File: src/rtl/btn_debounce_press_pkg.sv
// Shared definitions for the push-button conditioner: FSM encoding,
// millisecond prescaler sizing and the saturation limit of the hold counter.
package btn_debounce_press_pkg;

  typedef enum logic [1:0] {
    ST_IDLE         = 2'd0,
    ST_PRESS_WAIT   = 2'd1,
    ST_PRESSED      = 2'd2,
    ST_RELEASE_WAIT = 2'd3
  } state_e;

  localparam logic [15:0] SAT_MAX = 16'hFFFF;

  function automatic int tpm(input int clk_freq);
    return clk_freq / 1000;
  endfunction

endpackage

File: src/rtl/btn_debounce_press_ms_tick_gen.sv
// Free-running millisecond prescaler; TICK marks the last cycle of each ms.
// CLR restarts the count so a new FSM state always begins on a ms boundary.
module ms_tick_gen
  import btn_debounce_press_pkg::*;
#(
  parameter int CLK_FREQ = 125_000_000
) (
  input  logic CLK,
  input  logic RST,
  input  logic CLR,
  output logic TICK
);

  localparam int TPM = tpm(CLK_FREQ);
  localparam int CW  = (TPM > 1) ? $clog2(TPM) : 1;
  localparam logic [CW-1:0] LAST = CW'(TPM - 1);

  logic [CW-1:0] cnt_q, cnt_d;

  always_comb begin
    if (CLR) begin
      cnt_d = '0;
    end else if (cnt_q == LAST) begin
      cnt_d = '0;
    end else begin
      cnt_d = cnt_q + CW'(1);
    end
  end

  always_ff @(posedge CLK or posedge RST) begin
    if (RST) begin
      cnt_q <= '0;
    end else begin
      cnt_q <= cnt_d;
    end
  end

  assign TICK = (cnt_q == LAST);

endmodule

File: src/rtl/btn_debounce_press.sv
// Push-button conditioner: synchronizes the raw pin, debounces press and release,
// and reports single-cycle events, a long-press flag and the last hold time in ms.
module btn_debounce_press
  import btn_debounce_press_pkg::*;
#(
  parameter int CLK_FREQ      = 125_000_000,
  parameter int DEBOUNCE_MS   = 20,
  parameter int LONG_PRESS_MS = 1000
) (
  input  logic        CLK,
  input  logic        RST,
  input  logic        BTN_IN,
  output logic        BTN_LEVEL,
  output logic        PRESS_PULSE,
  output logic        RELEASE_PULSE,
  output logic        LONG_PULSE,
  output logic        LONG_FLAG,
  output logic [15:0] HOLD_MS
);

  localparam logic [15:0] DEB_LAST  = 16'(DEBOUNCE_MS - 1);
  localparam logic [15:0] LONG_LAST = 16'(LONG_PRESS_MS - 1);
  // A long-press target the 16-bit hold counter cannot reach never fires.
  localparam logic        LONG_EN   = (LONG_PRESS_MS >= 1) && (LONG_PRESS_MS <= 65535);

  state_e      state_q, state_d;
  logic        sync1_q, sync1_d, sync2_q, sync2_d;
  logic [15:0] ms_q, ms_d, hold_q, hold_d, hold_ms_q, hold_ms_d;
  logic        level_q, level_d, press_q, press_d, rel_q, rel_d;
  logic        long_q, long_d, flag_q, flag_d;
  logic        btn_s, tick_s, clr_s;

  assign btn_s = sync2_q;
  assign clr_s = (state_d != state_q);

  ms_tick_gen #(.CLK_FREQ(CLK_FREQ)) u_tick (
    .CLK  (CLK),
    .RST  (RST),
    .CLR  (clr_s),
    .TICK (tick_s)
  );

  always_comb begin
    sync1_d   = BTN_IN;
    sync2_d   = sync1_q;
    state_d   = state_q;
    ms_d      = ms_q;
    hold_d    = hold_q;
    hold_ms_d = hold_ms_q;
    level_d   = level_q;
    flag_d    = flag_q;
    press_d   = 1'b0;
    rel_d     = 1'b0;
    long_d    = 1'b0;
    case (state_q)
      ST_IDLE: begin
        if (btn_s) begin
          state_d = ST_PRESS_WAIT;
          ms_d    = 16'd0;
        end else begin
          state_d = ST_IDLE;
        end
      end
      ST_PRESS_WAIT: begin
        if (!btn_s) begin
          state_d = ST_IDLE;
        end else if (tick_s) begin
          if (ms_q == DEB_LAST) begin
            state_d = ST_PRESSED;
            press_d = 1'b1;
            level_d = 1'b1;
            hold_d  = 16'd0;
          end else begin
            ms_d = ms_q + 16'd1;
          end
        end else begin
          ms_d = ms_q;
        end
      end
      ST_PRESSED: begin
        // A falling btn_s wins over a coincident tick, so that cycle is not counted.
        if (!btn_s) begin
          state_d = ST_RELEASE_WAIT;
          ms_d    = 16'd0;
        end else if (tick_s) begin
          if (hold_q != SAT_MAX) begin
            hold_d = hold_q + 16'd1;
          end else begin
            hold_d = hold_q;
          end
          if (LONG_EN && !flag_q && (hold_q == LONG_LAST)) begin
            long_d = 1'b1;
            flag_d = 1'b1;
          end else begin
            long_d = 1'b0;
          end
        end else begin
          hold_d = hold_q;
        end
      end
      ST_RELEASE_WAIT: begin
        if (btn_s) begin
          state_d = ST_PRESSED;
        end else if (tick_s) begin
          if (ms_q == DEB_LAST) begin
            state_d   = ST_IDLE;
            rel_d     = 1'b1;
            level_d   = 1'b0;
            flag_d    = 1'b0;
            hold_ms_d = hold_q;
          end else begin
            ms_d = ms_q + 16'd1;
          end
        end else begin
          ms_d = ms_q;
        end
      end
      default: begin
        state_d = ST_IDLE;
      end
    endcase
  end

  always_ff @(posedge CLK or posedge RST) begin
    if (RST) begin
      state_q   <= ST_IDLE;
      sync1_q   <= 1'b0;
      sync2_q   <= 1'b0;
      ms_q      <= 16'd0;
      hold_q    <= 16'd0;
      hold_ms_q <= 16'd0;
      level_q   <= 1'b0;
      flag_q    <= 1'b0;
      press_q   <= 1'b0;
      rel_q     <= 1'b0;
      long_q    <= 1'b0;
    end else begin
      state_q   <= state_d;
      sync1_q   <= sync1_d;
      sync2_q   <= sync2_d;
      ms_q      <= ms_d;
      hold_q    <= hold_d;
      hold_ms_q <= hold_ms_d;
      level_q   <= level_d;
      flag_q    <= flag_d;
      press_q   <= press_d;
      rel_q     <= rel_d;
      long_q    <= long_d;
    end
  end

  assign BTN_LEVEL     = level_q;
  assign PRESS_PULSE   = press_q;
  assign RELEASE_PULSE = rel_q;
  assign LONG_PULSE    = long_q;
  assign LONG_FLAG     = flag_q;
  assign HOLD_MS       = hold_ms_q;

endmodule

File: config.mk
export PLATFORM = sky130hd
export DESIGN_NAME = btn_debounce_press
export DESIGN_NICKNAME = d
export VERILOG_FILES = /design/src/rtl/btn_debounce_press_pkg.sv /design/src/rtl/btn_debounce_press_ms_tick_gen.sv /design/src/rtl/btn_debounce_press.sv
export SDC_FILE = /design/constraint.sdc
export NUM_CORES = 1
export LEC_CHECK = 0
export ABC_AREA = 1
export CAP_MARGIN = 20
export CORE_ASPECT_RATIO = 0.5
export CORE_MARGIN = 1
export CORE_UTILIZATION = 45
export DETAILED_ROUTE_END_ITERATION = 8
export GPL_ROUTABILITY_DRIVEN = 0
export HOLD_SLACK_MARGIN = 0.1
export SLEW_MARGIN = 20
export SYNTH_ARGS = -nofsm -noshare
export SYNTH_HDL_FRONTEND = slang
export SYNTH_SLANG_ARGS = --single-unit
export TNS_END_PERCENT = 10
File: constraint.sdc
create_clock -name CLK -period 3.14 [get_ports CLK]
set_input_delay 0.628 -clock CLK [delete_from_list [all_inputs] [get_ports CLK]]
set_output_delay 0.628 -clock CLK [all_outputs]
set_load 0.01 [all_outputs]
Yosys cells after proc, flatten, opt, wreduce, memory -nomap -nowiden
Index checks and enable logic that the tools add are counted.
- reductions and logical operators: 11
- multiplexer cells: 46
- add/subtract/negate cells: 3
- bitwise logic cells: 1
- eq/ne operators: 20
- operator list (operator ; count):
    $mux W16 ; 12
    $pmux W16 S4 ; 1
    $mux W17 ; 2
    $add A16 B1 Y16 const B ; 2
    $pmux W16 S2 ; 1
    $ne A2 B2 Y1 const B ; 12
    $reduce_and A7 Y1 ; 3
    $mux W1 ; 20
    $add A17 B1 Y17 const B ; 1
    $eq A17 B17 Y1 const B ; 1
    $eq A16 B10 Y1 const B ; 1
    $eq A16 B5 Y1 const B ; 1
    $ne A16 B16 Y1 const B ; 1
    $mux W2 ; 7
    $pmux W2 S4 ; 1
    $reduce_and A4 Y1 ; 2
    $reduce_bool A2 Y1 ; 3
    $eq A2 B2 Y1 const B ; 2
    $pmux W1 S2 ; 2
    $eq A2 B1 Y1 const B ; 1
    $logic_not A2 Y1 ; 1
    $ne A2 B2 Y1 ; 1
    $logic_and A1 B1 Y1 ; 1
    $logic_not A1 Y1 ; 1
    $not A1 Y1 ; 1
- register bits: 74
- input bits: 3
- word-level logic and storage cells: 93

Longest topological paths before layout
- word-level depth: 7
- depth in mapped cells: 12
- gate-level depth less buffers: 11

Cells and area by module
From an unflattened synthesis, not the netlist that was laid out.
- cells, all modules: 596
- area total of the unflattened synthesis: 4433.0 um^2
- modules (own cells, without submodules) (module ; times used ; cells each ; area an instance (um^2)):
    btn_debounce_press ; 1 ; 455 ; 3379.5
    ms_tick_gen ; 1 ; 141 ; 1053.5

Worst setup path after synthesis
OpenSTA, ideal clock, no wires.
- path type: register to register
- start point: register ms_q[0]
- end point: register hold_ms_q[1] (netlist: HOLD_MS[1])
- arrival: 1.592 ns
- stages on the path, launching flop included: 11
- library setup time: 0.123 ns
- path buffers: 2
- clock period less this slack: 1.715 ns
- setup slack: 1.425 ns
- path through: dfrtp_1 -> ha_1 -> nand2_1 -> nor2_1 -> nand2_1 -> nor2_1 -> nand2_2 -> buf_4 -> buf_6 -> o21ai_0 -> nand2_1
- longest elaborated chain between the ends: 2
- ends and longest elaborated chain (element ; line ; text):
    start: declaration ; btn_debounce_press.sv:28 ; logic [15:0] ms_q, ms_d, hold_q, hold_d, hold_ms_q, hold_ms_d;
    start signal: assignment ; btn_debounce_press.sv:141 ; ms_q <= ms_d;
    $eq A16 B5 Y1 ; btn_debounce_press.sv:105 ; if (ms_q == DEB_LAST) begin
    $reduce_and A4 Y1 (no line) ; - ;
    end signal: assignment ; btn_debounce_press.sv:143 ; hold_ms_q <= hold_ms_d;
    end: declaration ; btn_debounce_press.sv:28 ;
Every way passes these cells.
A chain may end at the register's enable or synchronous reset.

Worst setup path in the final report
- start point: register ms_q[0]
- end point: register hold_ms_q[14] (netlist: HOLD_MS[14])
The elaborated chain is that of the path after synthesis.

==> impl_metrics.env <==
export IMPL_finalPower_mw=2.19
export IMPL_cts_buffers_inserted=9
export IMPL_drt_iter0_markers=283
export IMPL_cts_hold_buf=0
export IMPL_numPortBuffers=23
export IMPL_rows=25
export IMPL_cts_path_max_buffers=2
export IMPL_critPathRequiredTime_ps=3410
export IMPL_ys_seq_elements=74
export IMPL_synth_compound_area_frac=0.0530
export IMPL_path_max_fanout=20
export IMPL_synth_top_family_by_area="simple AND/OR/NAND/NOR gates"
export IMPL_rsz0062_at_grt="no"
export IMPL_ir_worst_vdd_uv=317
export IMPL_final_seq_area_um2=1850
export IMPL_avgSynthCellArea_um2=6.99
export IMPL_setup_slack_ps=945
export IMPL_routed_wl_um=11000
export IMPL_timing_fmax_mhz=455
export IMPL_cts_htree_levels=3
export IMPL_setup_tns_ps=0
export IMPL_finalCritPeriodShare=0.699
export IMPL_cellLeakagePower_nw=2.26
export IMPL_cp_end_kind="register"
export IMPL_top_layer="met4"
export IMPL_hold_path_class="reg -> reg"
export IMPL_synth_xor_area_share=0.0414
export IMPL_post_cts_buffers=0
export IMPL_overflow=0
export IMPL_die_w_um=142
export IMPL_grt_first_pass_wirelength_um=18400
export IMPL_worst_pin_slew_ps=658
export IMPL_hold_start="sync1_q"
export IMPL_antenna_found_initial=0
export IMPL_worstSetupStartpointType="register"
export IMPL_synth_seq_area_share=0.417
export IMPL_dpl_hpwl_um=7830
export IMPL_diodes=0
export IMPL_core_region_area_um2=9510
export IMPL_postCtsResizedCells=0
export IMPL_route_met3_wl_um=488
export IMPL_fillCellCount=978
export IMPL_syn_cell_area_um2=4440
export IMPL_crit_arrival_ps=2470
export IMPL_status="finished, final reports clean"
export IMPL_finalClockSkew_ps=7.33
export IMPL_drcViolationCount=0
export IMPL_multi_input_area_um2=2290
export IMPL_grt_max_degree=52
export IMPL_synthArstFlopShare=1.00
export IMPL_cts_tree="yes"
export IMPL_grt_total_usage=0.232
export IMPL_crit_start="ms_q[0]"
export IMPL_wl_per_cell_um=13.9
export IMPL_max_slew_margin=0.560
export IMPL_initial_core_util=0.467
export IMPL_dp_slack_ps=985
export IMPL_cts_clk_slew_worst_paths_ps=60
export IMPL_yosysWarnings=0
export IMPL_synthSimpleGateAreaFrac=0.413
export IMPL_dieHeight_um=72.2
export IMPL_syn_nets=641
export IMPL_dieArea_um2=10300
export IMPL_wl_met1_um=5600
export IMPL_power_density_nw_per_um2=429
export IMPL_setup_violations_final=0
export IMPL_layout_drive_gt1_share=0.0607
export IMPL_cap_violations=0
export IMPL_synth_cell_types=32
export IMPL_drtPass1Iterations=5
export IMPL_grt_pass1_vias=3701
export IMPL_route_met2_wl_um=4810
export IMPL_synth_edf_count=0
export IMPL_synthFlopType="dfrtp_1"
export IMPL_nets=660
export IMPL_syn_inst=635
export IMPL_synthMuxAreaShare=0
export IMPL_io_pins=24
export IMPL_drt_vias_per_instance=5.24
export IMPL_maxSlewViolCount=0
export IMPL_synthAdderAreaFrac=0.00846
export IMPL_hold_viol_final=0
export IMPL_r2r_start="ms_q[0]"
export IMPL_antenna_left=0
export IMPL_area_growth_pct=14.9
export IMPL_clkSinkCount=74
export IMPL_period_minus_slack_ps=2200
export IMPL_cts_root_buf="clkbuf_16"
export IMPL_insertion_delay_ps=340
export IMPL_vias=4159
export IMPL_crit_type="reg -> reg"
-- flip-flops by register name, summed over array words and instances, names as in the netlist --
signal and cells:
LONG_PULSE 1, state_q 2, BTN_LEVEL 1, HOLD_MS 16, LONG_FLAG 1, PRESS_PULSE 1
sync1_q 1, btn_s 1, ms_q 16, u_tick.cnt_q 17, hold_q 16, RELEASE_PULSE 1
-- through the flow --
stage,instances,utilization,hold slack [ps],cell area [µm²]
2_1_floorplan,635,-,331,4440
3_3_place_gp,778,0.501,337,4760
3_5_place_dp,778,0.501,338,4760
4_1_cts,794,0.536,361,5100
5_1_grt,794,0.536,382,5100
6_report,794,0.536,354,5100
-- area by class of cell --
cell class              count  share of cell area
clock inverters             6              0.0187
flip-flops and latches     74               0.363
multi-input cells         495               0.449
well taps                 135              0.0331
repair buffers             28              0.0550
clock buffers              10              0.0469
inverters                  46              0.0339
-- per-layer routing --
layer,global-route usage,vias to the layer above
met5,0,-
met4,0.0633,0
met3,0.0554,13
met2,0.347,94
met1,0.337,1966
li1,-,2086
-- final timing paths --
check,cells past startpoint,to,slack (ps)
hold / removal,0,btn_s,350
setup reg to reg,9,HOLD_MS[14],940
hold reg to reg,0,btn_s,350
min in group asynchronous,2,hold_q[15],660
max in group asynchronous,3,ms_q[10],1830
setup / recovery,9,HOLD_MS[14],940
-- cell usage after synthesis, types with 2 or more instances --
| library cell | number | area [µm²] |
|---|---|---|
| buf_4 | 5 | 37.5 |
| dfrtp_1 | 74 | 1850 |
| nand3_1 | 74 | 370 |
| nand2_1 | 201 | 754 |
| buf_2 | 5 | 25.0 |
| nand4_1 | 16 | 100 |
| nor2_2 | 5 | 31.3 |
| xnor2_1 | 6 | 52.6 |
| o21ai_0 | 13 | 65.1 |
| xor2_1 | 15 | 131 |
| nand2_2 | 2 | 12.5 |
| o21ai_1 | 4 | 20.0 |
| or2_2 | 2 | 12.5 |
| nand3b_1 | 3 | 22.5 |
| nor3_1 | 12 | 60.1 |
| nor2_1 | 107 | 402 |
| ha_1 | 3 | 37.5 |
| buf_6 | 3 | 33.8 |
| a21oi_1 | 22 | 110 |
| inv_1 | 44 | 165 |
| clkbuf_1 | 6 | 22.5 |
| nand2_4 | 2 | 22.5 |
| inv_2 | 2 | 7.51 |
-- worst max-delay path: stages, from the launching register on --
cell and delay, ps:
dfrtp_1 450, ha_1 260, nand2_1 90, nor2_1 140
nand2_1 70, nor2_1 190, nand2_2 280, nor2_4 430
nand2_1 120, nand2_1 90
-- kinds of logic after synthesis --
group                    Yosys count
XOR/XNOR                          21
flip-flops                        74
AND/OR/NAND/NOR                  428
AO/OA/AOI/OAI                     43
adder cells (fa/ha/maj)            3
buffers and inverters             66
-- cells in the final DEF, fill, tap and decap left out, drive strengths merged --
| master | netlist | routed |
|---|---|---|
| a21oi | 23 | 23 |
| buf | 13 | 5 |
| bufinv | 0 | 2 |
| clkbuf | 7 | 10 |
| clkdlybuf4s50 | 0 | 23 |
| clkinv | 0 | 2 |
| dfrtp | 74 | 74 |
| ha | 3 | 3 |
| inv | 46 | 48 |
| nand2 | 205 | 205 |
| nand3 | 76 | 76 |
| nand3b | 3 | 3 |
| nand4 | 16 | 16 |
| nor2 | 113 | 113 |
| nor3 | 12 | 12 |
| nor4 | 1 | 1 |
| o211ai | 1 | 1 |
| o21ai | 18 | 18 |
| o21bai | 1 | 1 |
| or2 | 2 | 2 |
| xnor2 | 6 | 6 |
| xor2 | 15 | 15 |
-- where the power goes --
part | internal, mW | leakage, nW | switching (mW) | total (mW)
Combinational | 0.0159 | 1.08 | 0.0515 | 0.0674
Clock | 0.726 | 0.164 | 0.425 | 1.15
Sequential | 0.961 | 1.02 | 0.00873 | 0.970
(Power assumes the default switching activity.)
==> variant 1 (same settings) <==
The output `PRESS_PULSE` loses its register stage (`press_q` becomes a continuous assignment).
--- a/src/rtl/btn_debounce_press.sv
+++ b/src/rtl/btn_debounce_press.sv
@@ -132,5 +132,4 @@
       level_q   <= 1'b0;
       flag_q    <= 1'b0;
-      press_q   <= 1'b0;
       rel_q     <= 1'b0;
       long_q    <= 1'b0;
@@ -144,9 +143,10 @@
       level_q   <= level_d;
       flag_q    <= flag_d;
-      press_q   <= press_d;
       rel_q     <= rel_d;
       long_q    <= long_d;
     end
   end
+
+  assign press_q = press_d;
 
   assign BTN_LEVEL     = level_q;
Formal check against the unedited RTL: same outputs for any inputs over 10 cycles, from zero or initial values and one cycle with RST high; that may be too few to reach the edited logic, so the function may still have changed.
==> variant 1 against the unedited design <==
Area after synthesis down 2.7%. Sequential cell count is 1 lower. Clock power decreased by 11%. Power fell by 4.6%. Worst setup slack got worse by 0.70 ns. Sequential power is essentially flat. Routed wire length shrank 5.0%. Hold slack better by 0.0042 ns. Final area fell by 3.7%. Fmax shrank 24%.
==> variant 1: results (changes against the unedited design) <==
| Metric | Value |
|---|---|
| Clock transition at path regs | 0.06 ns (about the same) |
| Worst Max-Slew Pin Slew | 0.677 ns (was 0.658 ns) |
| Post-synthesis xor/xnor area fraction | 0.0446 (was 0.0414) |
| Crit path time final | 2.90 ns (was 2.20 ns) |
| Reg2reg setup slack | 0.92 ns (was 0.94 ns) |
| Dpl cell area | 4610 µm² (was 4760 µm²) |
| Routed WL | 10.5 mm (was 11.0 mm) |
| Placed cell count | 738 (was 778) |
| # resized after CTS | 0 (unchanged) |
| Status | finished, final reports clean (unchanged) |
| Commonest cells post-synth | nand2_1, nor2_1, dfrtp_1 (was nand2_1, nor2_1, dfrtp_1, nand3_1, inv_1) |
| Layout cells sized above 1 | 0.0597 (was 0.0607) |
| Hold WS | 0.358 ns (was 0.354 ns) |
| Reg2Reg Launch Point | u_tick.cnt_q[0] (was ms_q[0]) |
| Sequential share of the synthesized area | 0.423 (was 0.417) |
| Post-Route Skew | 0.00605 ns (was 0.00733 ns) |
| Vias in the first global route | 3548 (was 3701) |
| Post-synth net total | 620 (was 641) |
| Crit path to | PRESS_PULSE (was HOLD_MS[14]) |
| Via/cell ratio | 5.11 (was 5.24) |
| Complex-gate fraction of the synthesized area | 0.0559 (was 0.0530) |
| Post-Synthesis Cells | 614 (was 635) |
| Largest net degree at the start of global routing | 74 (was 52) |
| Max VDD drop | 250 µV (was 317 µV) |
| Psw | 0.000493 W (was 0.000485 W) |
| Worst-path fanout max | 5 (was 20) |
| GR Util All Layers | 0.232 (about the same) |
| Critical path arrival | 2.27 ns (was 2.47 ns) |
| Adder-Cell Fraction of Synth Area | 0.00869 (was 0.00846) |
| First-pass GRT wire length | 18.1 mm (was 18.4 mm) |
| Area contributors post-synth | dfrtp_1, nand2_1, nor2_1 (unchanged) |
| Drt initial violations | 192 (was 283) |
| Reg2Reg Depth | 10 (was 9) |
| Bufs on Longest Clock Path | 2 (unchanged) |
| R2R Path End | hold_q[6] (was HOLD_MS[14]) |
| DP HPWL | 7.44 mm (was 7.83 mm) |
| Setup bufs post-CTS | 0 (unchanged) |
| Leak pwr | 2.16 nW (was 2.26 nW) |
| Mux share of post-synthesis cell area | 0 (unchanged) |
| DR vias | 3855 (was 4159) |
| Nets | 638 (was 660) |
| Pre-CTS setup slack | 0.496 ns (was 0.985 ns) |
[variant 1: cell types whose count changed after synthesis, moves of 3 or more]
cell	change
a21oi_1	-13
nor3_1	+5
nand4_1	-4
inv_1	-3
o21ai_1	+5
buf_2	+3
nand2_1	-3
nor2_1	+5
inv_2	+5
nor2_2	-3
o21ai_0	+3
nand3_1	-18
clkbuf_1	-3
[variant 1: layout make-up]
| class | count | area [µm²] |
|---|---|---|
| clock inverters | 7 | 71.3 |
| flip-flops and latches | 73 | 1830 |
| fillers | 916 | 4100 |
| inverters | 48 | 180 |
| clock buffers | 9 | 225 |
| repair buffers | 25 | 258 |
| well taps | 117 | 146 |
| multi-input cells | 475 | 2200 |
[variant 1: cells by family (layout without fill, tap and decap cells)]
group / Yosys count / after routing
adder cells (fa/ha/maj): 3 / 3
buffers and inverters: 66 / 89
flip-flops: 73 / 73
AO/OA/AOI/OAI: 42 / 42
XOR/XNOR: 22 / 22
AND/OR/NAND/NOR: 408 / 408
[variant 1: worst max-delay path: stages (launching register included)]
cell,delay [ns]
dfrtp_1,0.41
ha_1,0.23
inv_1,0.08
nor2_1,0.08
nand2_1,0.06
nor2_1,0.13
nand2_1,0.17
nor3_2,0.22
clkdlybuf4s50_1,0.56
[variant 1: metal layers]
metal  up-vias  share of wire  routed length [µm]  global-route usage
met5         -              0                   0                   0
met3         7          0.046                 477              0.0521
met2        86           0.44                4590               0.363
met4         0         0.0054                  57              0.0507
met1      1773           0.51                5350               0.332
li1       1989              -                   -                   -
[variant 1: power groups by stage]
stage	Combinational (W)	Sequential, W	Clock (W)
floorplan	0.0000713	0.000983	0
global placement	0.0000937	0.000987	0
detailed placement	0.0000936	0.000988	0
CTS	0.0000942	0.000971	0.00104
global route	0.000107	0.000973	0.00108
finish	0.0000912	0.000972	0.00102
==> variant 2 (same settings) <==
Made on the original files. `CLK_FREQ` is set to 125_000_000 in 2 places; all go to 62_500_000.
--- a/src/rtl/btn_debounce_press_ms_tick_gen.sv
+++ b/src/rtl/btn_debounce_press_ms_tick_gen.sv
@@ -4,5 +4,5 @@
   import btn_debounce_press_pkg::*;
 #(
-  parameter int CLK_FREQ = 125_000_000
+  parameter int CLK_FREQ = 62_500_000
 ) (
   input  logic CLK,
--- a/src/rtl/btn_debounce_press.sv
+++ b/src/rtl/btn_debounce_press.sv
@@ -4,5 +4,5 @@
   import btn_debounce_press_pkg::*;
 #(
-  parameter int CLK_FREQ      = 125_000_000,
+  parameter int CLK_FREQ      = 62_500_000,
   parameter int DEBOUNCE_MS   = 20,
   parameter int LONG_PRESS_MS = 1000
Check against the original RTL: no difference found for any inputs over 10 cycles, from zero or initial values and one cycle with RST high; that may be too few to reach the edited logic, so the function may still have changed.
==> variant 2 against the unedited design <==
The flow now finishes with violations (DRC). Non-clock buffer count fell by 3. Sequential share of layout area rose by 1.5 points. Final area down 5.3%. Fmax up 2.5%. Power is 1.5% lower. Routed wire length decreased by 13%. Worst setup slack gained 0.054 ns. Sequential cell count down 1. Synthesized cell count is 7.4% lower. Area after synthesis decreased by 5.1%. Critical path depth unchanged. Die area decreased by 5.0%.
==> variant 2: results (changes against the unedited design) <==
| Metric | Value |
|---|---|
| Status | finished, violations left (was finished, final reports clean) |
| Failing checks | DRC |
| Residual DRC | 1 (was 0) |
| M3 GR Usage | 0.0556 (was 0.0554) |
| Post-Synthesis Cells | 588 (was 635) |
| Pre-CTS setup slack | 1.02 ns (was 0.985 ns) |
| Switching share of power | 0.214 (was 0.222) |
| DP HPWL | 6.68 mm (was 7.83 mm) |
| Commonest cells post-synth | nand2_1, nor2_1, dfrtp_1 (was nand2_1, nor2_1, dfrtp_1, nand3_1, inv_1) |
| Worst Max-Slew Pin Slew | 0.693 ns (was 0.658 ns) |
| Met1 Use GR | 0.309 (was 0.337) |
| Nets | 611 (was 660) |
| WL met2 | 3.96 mm (was 4.81 mm) |
| Hold WS | 0.351 ns (was 0.354 ns) |
| Layout cells sized above 1 | 0.0542 (was 0.0607) |
| Grt met2 use | 0.311 (was 0.347) |
| Critical path arrival | 2.37 ns (was 2.47 ns) |
| Post-Route Skew | 0.00740 ns (was 0.00733 ns) |
| Area contributors post-synth | dfrtp_1, nand2_1, nor2_1 (unchanged) |
| Max VDD drop | 281 µV (was 317 µV) |
| Post-synth net total | 594 (was 641) |
| GR Util All Layers | 0.213 (was 0.232) |
| Post-Route M1 WL | 5.10 mm (was 5.60 mm) |
| Leak pwr | 2.08 nW (was 2.26 nW) |
| Placed cell count | 711 (was 778) |
[variant 2: changes by cell type in the layout (fill, tap and decap cells not counted), moves of 4 or more]
cell	unedited run	this run
a21oi_1	22	4
inv_1	43	51
nand2_1	201	168
nand3_1	74	58
o21ai_0	13	26
o21ai_1	4	0
xor2_1	15	21
[variant 2: critical path, cell delays in order, from the launching register on]
cell and delay [ns]:
dfrtp_1 0.57, inv_2 0.21, nor2_1 0.29, nand3_1 0.13, nand2_1 0.07, inv_1 0.06, nor2_4 0.32, nand2_4 0.22
nand2_1 0.11, nand2_1 0.05
[variant 2: logic make-up after synthesis]
kind of cell    after synthesis  synth area share
flops                        73             0.434
fa+ha+maj                     3           0.00891
buf+inv                      75            0.0742
simple gates                375             0.380
compound gates               35            0.0451
xor+xnor                     27            0.0579
[variant 2: worst max path at each step]
| stage | end | slack [ns] | depth (start not counted) | from |
|---|---|---|---|---|
| 3_5_place_dp | hold_q[0] | 1.02 | 9 | state_q[0] |
| 3_3_place_gp | hold_q[3] | 1.09 | 9 | state_q[0] |
| 5_1_grt | hold_q[1] | 0.75 | 9 | state_q[0] |
| 2_1_floorplan | BTN_LEVEL | 0.66 | 1 | RST |
| 6_report | hold_q[0] | 1.0 | 9 | state_q[0] |
| 4_1_cts | hold_q[0] | 0.99 | 9 | state_q[0] |
[variant 2: cell type report]
class | count | area [µm²] | share of cell area
inverters | 56 | 210 | 0.0436
well taps | 117 | 146 | 0.0303
clock buffers | 12 | 246 | 0.0511
repair buffers | 25 | 258 | 0.0534
flip-flops and latches | 73 | 1830 | 0.379
clock inverters | 3 | 65.1 | 0.0135
multi-input cells | 440 | 2070 | 0.430
